--- config.mk ---
export PLATFORM = sky130hd
export DESIGN_NAME = not_8_bits
export DESIGN_NICKNAME = d
export VERILOG_FILES = /design/src/rtl/not_8_bits_pkg.sv /design/src/rtl/not_8_bits_not_1_bit.sv /design/src/rtl/not_8_bits.sv
export SDC_FILE = /design/constraint.sdc
export NUM_CORES = 1
export LEC_CHECK = 0
export CORE_AREA = 2 2 39 41
export CTS_CLUSTER_DIAMETER = 80
export DETAILED_ROUTE_END_ITERATION = 6
export DIE_AREA = 0 0 41 43
export HOLD_SLACK_MARGIN = 0.08
export PLACE_DENSITY = 0.64
export SYNTH_ARGS = -nofsm -noshare
export SYNTH_HDL_FRONTEND = slang
export SYNTH_HIERARCHICAL = 1
export SYNTH_SLANG_ARGS = --single-unit
--- constraint.sdc ---
create_clock -name clk -period 1.3 [get_ports clk]
set_input_delay 0.26 -clock clk [delete_from_list [all_inputs] [get_ports clk]]
set_output_delay 0.26 -clock clk [all_outputs]
set_load 0.02 [all_outputs]
--- src/rtl/not_8_bits_pkg.sv ---
// ---------------------------------------------------------------------------
// not_8_bits_pkg
//   Shared constants for the 8-bit NOT stage of the ALU datapath.
//   NOT_WIDTH   : number of inverted bits (fixed by the enumerated scalar ports)
//   NOT_RST_VAL : value the registered copy takes while reset is asserted
// ---------------------------------------------------------------------------
package not_8_bits_pkg;

  localparam int NOT_WIDTH = 8;

  localparam logic [NOT_WIDTH-1:0] NOT_RST_VAL = 8'h00;

endpackage : not_8_bits_pkg

--- src/rtl/not_8_bits_not_1_bit.sv ---
// ---------------------------------------------------------------------------
// not_1_bit
//   Single-bit inverter built from one NOT primitive. X or Z on the input
//   yields X on the output, as the primitive defines.
//   Ports:
//     in  : input bit
//     out : inverted bit
// ---------------------------------------------------------------------------
module not_1_bit (
  input  logic in,
  output logic out
);

  not u_not (out, in);

endmodule : not_1_bit

--- src/rtl/not_8_bits.sv ---
// ---------------------------------------------------------------------------
// not_8_bits
//   8-bit bitwise inverter for the ALU NOT stage. Eight independent
//   single-bit NOT gates drive the combinational outputs S1..S8; a registered
//   copy of the inverted byte (s_q) serves pipelined consumers.
//   Ports:
//     clk     : clock, used only by the registered copy
//     rst     : asynchronous active-high reset, clears s_q only
//     A1..A8  : operand bits, A1 = LSB, A8 = MSB
//     S1..S8  : combinational outputs, S(i) = ~A(i); unaffected by rst / en
//     en      : load enable for s_q
//     s_q     : registered inverted byte, s_q[i] holds S(i+1)
// ---------------------------------------------------------------------------
module not_8_bits
  import not_8_bits_pkg::*;
(
  input  logic                 clk,
  input  logic                 rst,
  input  logic                 A1,
  input  logic                 A2,
  input  logic                 A3,
  input  logic                 A4,
  input  logic                 A5,
  input  logic                 A6,
  input  logic                 A7,
  input  logic                 A8,
  output logic                 S1,
  output logic                 S2,
  output logic                 S3,
  output logic                 S4,
  output logic                 S5,
  output logic                 S6,
  output logic                 S7,
  output logic                 S8,
  input  logic                 en,
  output logic [NOT_WIDTH-1:0] s_q
);

  localparam int WIDTH = NOT_WIDTH;

  // The scalar ports are gathered into buses so the gate array and the
  // register can be written once over WIDTH bits.
  logic [WIDTH-1:0] a_bus;
  logic [WIDTH-1:0] s_bus;

  assign a_bus = {A8, A7, A6, A5, A4, A3, A2, A1};

  // One gate per bit; there is intentionally no cross-bit logic.
  for (genvar i = 0; i < WIDTH; i++) begin : g_not
    not_1_bit u_not_1_bit (
      .in  (a_bus[i]),
      .out (s_bus[i])
    );
  end

  assign S1 = s_bus[0];
  assign S2 = s_bus[1];
  assign S3 = s_bus[2];
  assign S4 = s_bus[3];
  assign S5 = s_bus[4];
  assign S6 = s_bus[5];
  assign S7 = s_bus[6];
  assign S8 = s_bus[7];

  // Registered copy: cleared immediately by rst, loads the gate outputs on a
  // clock edge only when en is high, otherwise holds.
  always_ff @(posedge clk or posedge rst) begin
    if (rst) begin
      s_q <= NOT_RST_VAL;
    end else if (en) begin
      s_q <= s_bus;
    end
  end

endmodule : not_8_bits

==> flow_summary.ini <==
[outcome]
status = completed

[global_route]
grt_pass1_vias = 347
grt_antenna_before_repair = 0
track_usage_pct = 12.7
grt_pass1_wl_mm = 1.41
grt_start_max_net_pins = 9
overflow = 0

[routing]
viasPerCell = 4.14
routed-via-count = 323
drt-total-wl_um = 881
wl_per_cell_um = 11.3
postRouteAntennaNets = 0
drt-initial-drc-count = 0
drc = 0
firstDrtPassIters = 1

[power]
seqPwrFrac_pct = 42.3
ir_drop_uv = 359
switching_power_mw = 0.187
p_clk_share_pct = 27.3
power.density_mw_per_mm2 = 1000
power_frac_comb_pct = 30.4
p_int_mw = 0.493
power_leakage_nw = 0.374
p_sw_share_pct = 27.5
power.total_mw = 0.681

[die]
die_area_mm2 = 0.00176
die_w_um = 41
fp-row-count = 14
io_pins = 27
dieHeight_um = 43
coreArea_mm2 = 0.00138
initial_core_util_pct = 26.4

[worst_setup_path]
crit_chain = clkdlybuf4s50_1, inv_1, clkdlybuf4s15_2
worst-path-buf-inv = 3
cp_max_fo = 2
crit_start = A6
cp.depth = 3
reg2reg_slack_ns = 0.54
worstSetupEndpointType = output port
max_stage_delay_ns = 0.45
crit_family = buffers and inverters
r2r_cells = 1
critical-path-slowest-cell = clkdlybuf4s50_1
r2r_start = s_q[6]
critical_path_class = primary input to output port
start_kind = primary input
cp.arrival_ns = 1.00
required_ns = 1.04

[sta]
rsz0062_at_grt = false
finalHoldViolCount = 0
skew_ns = 0
fmax_mhz = 793
slew_violations = 0
setup_viol = 0
setup_slack_ns = 0.0386
slew_headroom_pct = 80.6
whs_ns = 0.259
worstMarginPinSlew_ns = 0.291
fin_crit_ns = 1.26
fin_crit_sh_pct = 97.0

[finish]
max_flop_register = s_q
area_delta_synth_final_pct = 86.0
n_antenna_cell = 0
final_common_cell = clkdlybuf4s50_1
final_cells = 78
reg_top3 = s_q (8)
nNetsFinal = 75
drive_above_1_share_pct = 43.5
final_cell_mix = clkdlybuf4s50_1, inv_1
largest_reg_flops = 8

[synth]
synth.avg_cell_area_um2 = 14.1
syn_area_um2 = 365
ys_warn_count = 6
netlist_instances = 26
synth.distinct_cells = 4
ys_seq_elements = 8
synth_nets = 37
seq_area_frac_synth_pct = 54.8

[placement]
hpwl_um = 671
globalplace.congestion = 0.587
place_ws_ns = -0.311
dp_cells = 75
portBuffers = 26

[clock_network]
tritoncts = done
cts_buffers = 3
cts.clk_slew.worst_paths_ns = 0.05
ctsHoldBuffers = 0
htreeDepth = 1
cts-root-buf = clkbuf_4
post_cts_buffers = 0
clock_path_buffers = 2
insertion_delay_ns = 0.25
clkSinkCount = 8

[job]
drv_cap = 0

[min_path]
worstHoldPathType = primary input to asynchronous set/reset pin
-- cell type report --
class / count / area, µm²
tap: 16 / 20.0
clock buffer: 3 / 22.5
sequential: 8 / 200
inverter: 9 / 33.8
fill: 143 / 704
multi-input combinational: 8 / 120
timing repair buffer: 34 / 283
-- power by group through the flow --
stage | logic [mW] | clock network (mW) | registers [mW]
global route | 0.222 | 0.217 | 0.291
global placement | 0.234 | 0 | 0.292
floorplan | 0.0771 | 0 | 0.323
detailed placement | 0.238 | 0 | 0.292
CTS | 0.216 | 0.197 | 0.288
finish | 0.207 | 0.186 | 0.288
-- cells by family (layout without fill, tap and decap cells) --
family | after synthesis | after routing | synth area share (%)
buffers and inverters | 10 | 46 | 12.3
multiplexers | 8 | 8 | 32.9
flip-flops | 8 | 8 | 54.8
-- path summary, 6_finish.rpt --
check	to
max	S6
min in group clk	s_q[5]
min reg2reg	s_q[5]
max in group asynchronous	s_q[5]
max reg2reg	s_q[6]
min	s_q[7]
-- cells in the mapped netlist --
cell / count / area, µm²
buf_6: 1 / 11.3
mux2_4: 8 / 120
inv_1: 9 / 33.8
dfrtp_1: 8 / 200
-- through the flow --
step / utilization [%] / TNS, ns / area, µm²
floorplan: - / 0 / 365
global placement: 50.2 / -2.36 / 694
detailed placement: 50.2 / -2.63 / 694
CTS: 51.7 / 0 / 716
global route: 49.1 / 0 / 679
finish: 49.1 / 0 / 679
-- repair_timing --
item | CTS | global route
hold endpoints to repair | 0 | 0
setup endpoints to repair | 16 | 6
gates resized for setup | 31 | 6
-- layer usage --
metal	global-route usage, %	share of wire [%]	vias to the layer above	wire, µm
li1	-	-	148	-
met1	14.0	39	145	341
met2	18.4	43	27	378
met3	4.71	14	3	127
met4	10.0	3.9	0	34
met5	0	0	-	0
No activity file was read; power rests on OpenSTA's default activity.
